===== src/rtl/div_pkg.sv =====
// Shared definitions for the shift-and-subtract divider.
//   state_t    : controller states (IDLE, CALC, DONE)
//   DEF_WIDTH  : default operand/result width
package div_pkg;

    localparam int DEF_WIDTH = 8;

    typedef enum logic [1:0] {
        IDLE = 2'd0,
        CALC = 2'd1,
        DONE = 2'd2
    } state_t;

endpackage


===== src/rtl/div_step.sv =====
// One iteration of binary long division (purely combinational).
// Ports:
//   rem_in   [WIDTH:0]   partial remainder before this step
//   dvd_msb              dividend bit shifted into the remainder
//   divisor  [WIDTH-1:0] divisor
//   rem_out  [WIDTH:0]   partial remainder after this step
//   qbit                 quotient bit produced by this step
module div_step #(
    parameter int WIDTH = 8
) (
    input  logic [WIDTH:0]   rem_in,
    input  logic             dvd_msb,
    input  logic [WIDTH-1:0] divisor,
    output logic [WIDTH:0]   rem_out,
    output logic             qbit
);

    // The remainder stays below the divisor between steps, so the top bit of
    // t is zero in practice; it is kept so the compare is exact for any input.
    logic [WIDTH+1:0] t;

    always_comb begin
        t       = {rem_in, dvd_msb};
        qbit    = (t >= {2'b00, divisor});
        rem_out = qbit ? (t[WIDTH:0] - {1'b0, divisor}) : t[WIDTH:0];
    end

endmodule


===== src/rtl/shift_subtract_divider.sv =====
// Sequential unsigned divider: one quotient bit per clock, start/done handshake.
// Optional feature macro: DIV_BY_ZERO_EN (adds div_zero port and a fast
// path that skips the iterations when the divisor is zero).
// Ports:
//   clk, rst_n            clock, asynchronous active-low reset
//   start                 request, sampled only while idle
//   dividend, divisor     operands, sampled with start
//   busy                  high whenever not idle
//   done                  one-cycle pulse when quotient/remainder are valid
//   quotient, remainder   registered results, held until next done
//   div_zero              (DIV_BY_ZERO_EN only) last result had a zero divisor
//
// state | meaning
// IDLE  | waiting for start
// CALC  | iterating, one quotient bit per cycle
// DONE  | results valid, done asserted for this cycle
module shift_subtract_divider
    import div_pkg::*;
#(
    parameter int WIDTH = DEF_WIDTH
) (
    input  logic             clk,
    input  logic             rst_n,
    input  logic             start,
    input  logic [WIDTH-1:0] dividend,
    input  logic [WIDTH-1:0] divisor,
    output logic             busy,
    output logic             done,
`ifdef DIV_BY_ZERO_EN
    output logic             div_zero,
`endif
    output logic [WIDTH-1:0] quotient,
    output logic [WIDTH-1:0] remainder
);

    localparam int CW = $clog2(WIDTH + 1);

    state_t           state, state_nxt;
    logic [WIDTH-1:0] dvd_q;
    logic [WIDTH-1:0] divisor_q;
    logic [WIDTH:0]   rem_q;
    logic [CW-1:0]    cnt_q;
    logic [WIDTH:0]   rem_nxt;
    logic             qbit;
    logic             last_step;
    logic             zero_div;

    div_step #(.WIDTH(WIDTH)) u_step (
        .rem_in  (rem_q),
        .dvd_msb (dvd_q[WIDTH-1]),
        .divisor (divisor_q),
        .rem_out (rem_nxt),
        .qbit    (qbit)
    );

    assign last_step = (cnt_q == CW'(1));

`ifdef DIV_BY_ZERO_EN
    assign zero_div = (divisor == '0);
`else
    assign zero_div = 1'b0;
`endif

    always_ff @(posedge clk or negedge rst_n) begin
        if (!rst_n) begin
            state <= IDLE;
        end else begin
            state <= state_nxt;
        end
    end

    always_comb begin
        state_nxt = state;
        case (state)
            IDLE:    if (start) state_nxt = zero_div ? DONE : CALC;
            CALC:    if (last_step) state_nxt = DONE;
            DONE:    state_nxt = IDLE;
            default: state_nxt = IDLE;
        endcase
    end

    always_comb begin
        busy = (state != IDLE);
        done = (state == DONE);
    end

    always_ff @(posedge clk or negedge rst_n) begin
        if (!rst_n) begin
            dvd_q     <= '0;
            divisor_q <= '0;
            rem_q     <= '0;
            cnt_q     <= '0;
            quotient  <= '0;
            remainder <= '0;
`ifdef DIV_BY_ZERO_EN
            div_zero  <= 1'b0;
`endif
        end else begin
            case (state)
                IDLE: begin
                    if (start) begin
                        dvd_q     <= dividend;
                        divisor_q <= divisor;
                        rem_q     <= '0;
                        cnt_q     <= CW'(WIDTH);
`ifdef DIV_BY_ZERO_EN
                        // Fast path: same values the full iteration would give.
                        if (zero_div) begin
                            quotient  <= '1;
                            remainder <= dividend;
                            div_zero  <= 1'b1;
                        end
`endif
                    end
                end
                CALC: begin
                    dvd_q <= {dvd_q[WIDTH-2:0], qbit};
                    rem_q <= rem_nxt;
                    cnt_q <= cnt_q - CW'(1);
                    if (last_step) begin
                        quotient  <= {dvd_q[WIDTH-2:0], qbit};
                        remainder <= rem_nxt[WIDTH-1:0];
`ifdef DIV_BY_ZERO_EN
                        div_zero  <= 1'b0;
`endif
                    end
                end
                default: ;
            endcase
        end
    end

endmodule

===== config.mk =====
export PLATFORM = sky130hd
export DESIGN_NAME = shift_subtract_divider
export DESIGN_NICKNAME = d
export VERILOG_FILES = /design/src/rtl/div_pkg.sv /design/src/rtl/div_step.sv /design/src/rtl/shift_subtract_divider.sv
export SDC_FILE = /design/constraint.sdc
export NUM_CORES = 1
export LEC_CHECK = 0
export BUFFER_PORTS_ARGS = -buffer_cell sky130_fd_sc_hd__buf_2
export CAP_MARGIN = 20
export CORE_ASPECT_RATIO = 1.4
export CORE_UTILIZATION = 45
export CTS_CLUSTER_DIAMETER = 30
export DETAILED_ROUTE_END_ITERATION = 10
export GPL_TIMING_DRIVEN = 0
export HOLD_SLACK_MARGIN = 0.05
export PLACE_DENSITY = 0.62
export SETUP_SLACK_MARGIN = 0.3
export SLEW_MARGIN = 20
export SYNTH_ARGS = -nofsm -noshare
export SYNTH_HDL_FRONTEND = slang
export SYNTH_HIERARCHICAL = 1
export SYNTH_SLANG_ARGS = --single-unit

===== constraint.sdc =====
create_clock -name clk -period 4.4 [get_ports clk]
set_input_delay 1.32 -clock clk [delete_from_list [all_inputs] [get_ports clk]]
set_output_delay 1.32 -clock clk [all_outputs]
set_load 0.02 [all_outputs]

==> run metrics <==
power per cell area=900 nW/um^2; all-layer global routing usage=19.7%; largest net degree at the start of global routing=48; placer's final routability congestion estimate=0.867; number of distinct standard cells referenced by the synthesized netlist=43; Synth Instances=228; setup TNS=0 ps; endpoint of the worst hold-timing path=dvd_q[7]$_DFFE_PN0P_; CTS-repair resized insts=0; internal power consumption=1410 uW; antenna violations before repair=0; count of nets left with antenna violations after detail routing=0; count of cells along the worst register-to-register path=10; global-route wire length before repair=8530 microns; clk slew on worst S/H paths=90 ps; layout-stage area growth over the synthesis result=14.8%; PortBufs=36; final critical delay including setup and external delays=2590 ps; pre-CTS WS=1810 ps; worst-path maximum fanout=10; number of antenna cells inserted=0; combinational share of power=57.5%; relative contribution of sequential cells to total power=31.4%; most frequent cell on the critical path=inv_1; total DRC errors in the routed layout=0; via density per instance=5.25; IO Pins=37; hold wc startpoint=dvd_q[7]$_DFFE_PN0P_; setup repair after global routing missed its margin=no; sequence of cells on the critical path=inv_1, ha_1, inv_1, fa_1, nand3_1, a21oi_1, nor4b_4, buf_6, o21ai_0, mux2_4; total vias in the final route=1776; Critical R2R Launch=dvd_q[7]$_DFFE_PN0P_; H-Tree Depth=2; WP depth=10; layout cells sized above 1=30.5%; cell leakage power=0.00137 uW; Cell Count, Final, Fillers Out=338; TritonCTS buffer count=5; element type at the critical path end=flop; worst stage delay on the critical path=420 ps; arrival time of the worst setup path=2790 ps; hold buffers post-CTS=0; start-to-end type of the worst setup path=reg2reg; clk root buf=clkbuf_8; die width=64.4 microns; Mapped Nets=258; cell family contributing the most delay on the critical path=adder cells; vias in the first global route=1817; worst setup skew after layout=7.28 ps; Primary FF master, synth=dfrtp_1; post-synthesis average cell area=10.8 sq um; First DRT Iteration DRCs=83; fraction of synthesized cell area taken by the top area cell type=48.0%; CTS tree=built; clk sink count=47; Yosys warning total=6; Clk network pwr share=11.1%; worst hold path cell count=2; detailed placement HPWL=3650 microns; FMAX=0.386 GHz; net switching component of the power=1120 uW; setup repair bufs after CTS=0; detail-routed net length per standard cell=14.7 microns; Inst Count DP=330; total number of nets in the final design=301; biggest area contributors in the synthesized netlist=dfrtp_1 48%, mux2_2 7.3%, nand2_1 6.9%; worst hold-check path type=reg2reg; height of the chip=89.3 microns; switching share of power=44.2%; router iterations before antenna repair=4; cell area after technology mapping=2450 sq um; Std-Cell Core Area=5200 sq um; max-slew violation total from the final report=0; Relative slew margins=52.0%; outcome=complete, no violations; Critical Path Source Type=flop; number of buffer and inverter stages on the critical path=3; clk buf depth=2; sequential share of the synthesized area=48.0%; EDFF count, synth=0; Yosys top cell by area=dfrtp_1; number of maximum-capacitance constraint violations=0; worst slew pin tran=719 ps; clk_lat worst skew=310 ps; count of state elements after synthesis=47; required time of the worst setup path=4600 ps; row count=31; Worst Setup Slack, final=1810 ps; Overflow after GRT=0; Post-synth ARST share=100%; Hold Violations, Final=0; final wirelength=4970 microns; largest voltage drop on the vdd net=350 uV; ratio of final minimum period to clock period=58.8%; number of setup violations in the final report=0; critical-path cell with the highest stage delay=nor4b_4; setup slack on the worst flop-to-flop path=1810 ps; effective utilization at floorplan=47.2%; die area=5750 sq um; destination of the worst register-to-register timing path=remainder[3]$_DFFE_PN0P_
## flip-flops by register name, indices dropped and copies added (netlist names)
signal / count
rem_q: 9
divisor_q: 8
dvd_q: 8
quotient: 8
remainder: 8
cnt_q: 4
state: 2
## synth_stat cells (2+ instances only)
| cell type | number |
|---|---|
| o21ai_0 | 16 |
| mux2i_1 | 2 |
| a21boi_0 | 2 |
| nor3_1 | 2 |
| nor2b_1 | 3 |
| nand2b_1 | 3 |
| buf_4 | 2 |
| nor2_1 | 4 |
| ha_1 | 10 |
| nand3b_1 | 3 |
| mux2_2 | 16 |
| buf_2 | 3 |
| mux2_4 | 9 |
| nor3b_2 | 2 |
| dfrtp_1 | 47 |
| inv_1 | 14 |
| nand2_1 | 45 |
| o21bai_1 | 3 |
| nand4b_1 | 2 |
| xor2_1 | 2 |
| nand4_1 | 2 |
| a22oi_1 | 8 |
| buf_6 | 2 |
| a21oi_1 | 7 |
## layer usage
| layer | wire (microns) | GRT usage, % | share of wire (%) |
|---|---|---|---|
| met1 | 2070 | 23.0 | 42 |
| met3 | 140 | 3.32 | 2.8 |
| met4 | 102 | 8.48 | 2.1 |
| met2 | 2660 | 35.6 | 53 |
| met5 | 0 | 0 | 0 |
## power by group through the flow
stage	logic (uW)	clock network (uW)	registers, uW
CTS	1470	291	802
global placement	1440	0	800
global route	1640	308	830
detailed placement	1460	0	811
floorplan	1030	0	861
finish	1460	281	797
## cell type report
cell class | count | area (sq um)
Inverter | 14 | 52.6
Buffer | 8 | 56.3
Clock inverter | 2 | 16.3
Clock buffer | 6 | 82.6
Multi-Input combinational cell | 159 | 1170
Tap cell | 66 | 82.6
Sequential cell | 47 | 1180
Timing Repair Buffer | 36 | 183
Fill cell | 499 | 2380
## worst min-delay path, stage by stage, from the launching register on
cell and delay (ps):
dfrtp_1 360, nand2_1 60, nand2_1 60
## logic make-up (layout without fill, tap and decap cells)
family                   after synthesis  in the layout  synth area share [%]
AO/OA/AOI/OAI                         46             46                  11.8
XOR/XNOR                               3              3                  1.07
adder cells (fa/ha/maj)               11             11                  5.92
buffers and inverters                 22             66                  4.44
flip-flops                            47             47                  48.0
multiplexers                          27             27                  13.7
AND/OR/NAND/NOR                       72             72                  15.1
## layout by cell type (no fill, tap or decap), types with 3 or more instances in the layout
cell type,synthesis,routed
nor2_1,4,4
mux2_2,16,16
a22oi_1,8,8
mux2_4,9,9
o21ai_0,16,16
buf_2,3,38
a21oi_1,7,7
clkbuf_8,0,6
dfrtp_1,47,47
nand2b_1,3,3
nand2_1,45,45
ha_1,10,10
buf_4,2,3
o21bai_1,3,3
nor2b_1,3,3
nand3b_1,3,3
inv_1,14,14
## metrics by stage
step | hold slack, ps | utilization [%] | area [sq um] | power (uW)
finish | 506 | 54.2 | 2820 | 2530
global route | 521 | 54.2 | 2820 | 2780
CTS | 508 | 54.1 | 2810 | 2560
detailed placement | 486 | 52.2 | 2720 | 2270
global placement | 462 | 52.2 | 2720 | 2240
floorplan | 446 | - | 2450 | 1890
## how the worst max path moves through the flow
| stage | slack (ps) | from | to |
|---|---|---|---|
| detailed placement | 1810 | dvd_q[7]$_DFFE_PN0P_ | remainder[3]$_DFFE_PN0P_ |
| global placement | 1800 | dvd_q[7]$_DFFE_PN0P_ | remainder[3]$_DFFE_PN0P_ |
| global route | 1680 | dvd_q[7]$_DFFE_PN0P_ | remainder[3]$_DFFE_PN0P_ |
| floorplan | 2080 | dvd_q[7]$_DFFE_PN0P_ | remainder[1]$_DFFE_PN0P_ |
| CTS | 1790 | dvd_q[7]$_DFFE_PN0P_ | remainder[3]$_DFFE_PN0P_ |
| finish | 1810 | dvd_q[7]$_DFFE_PN0P_ | remainder[3]$_DFFE_PN0P_ |
Note: power is estimated with default switching activity, not from simulation.
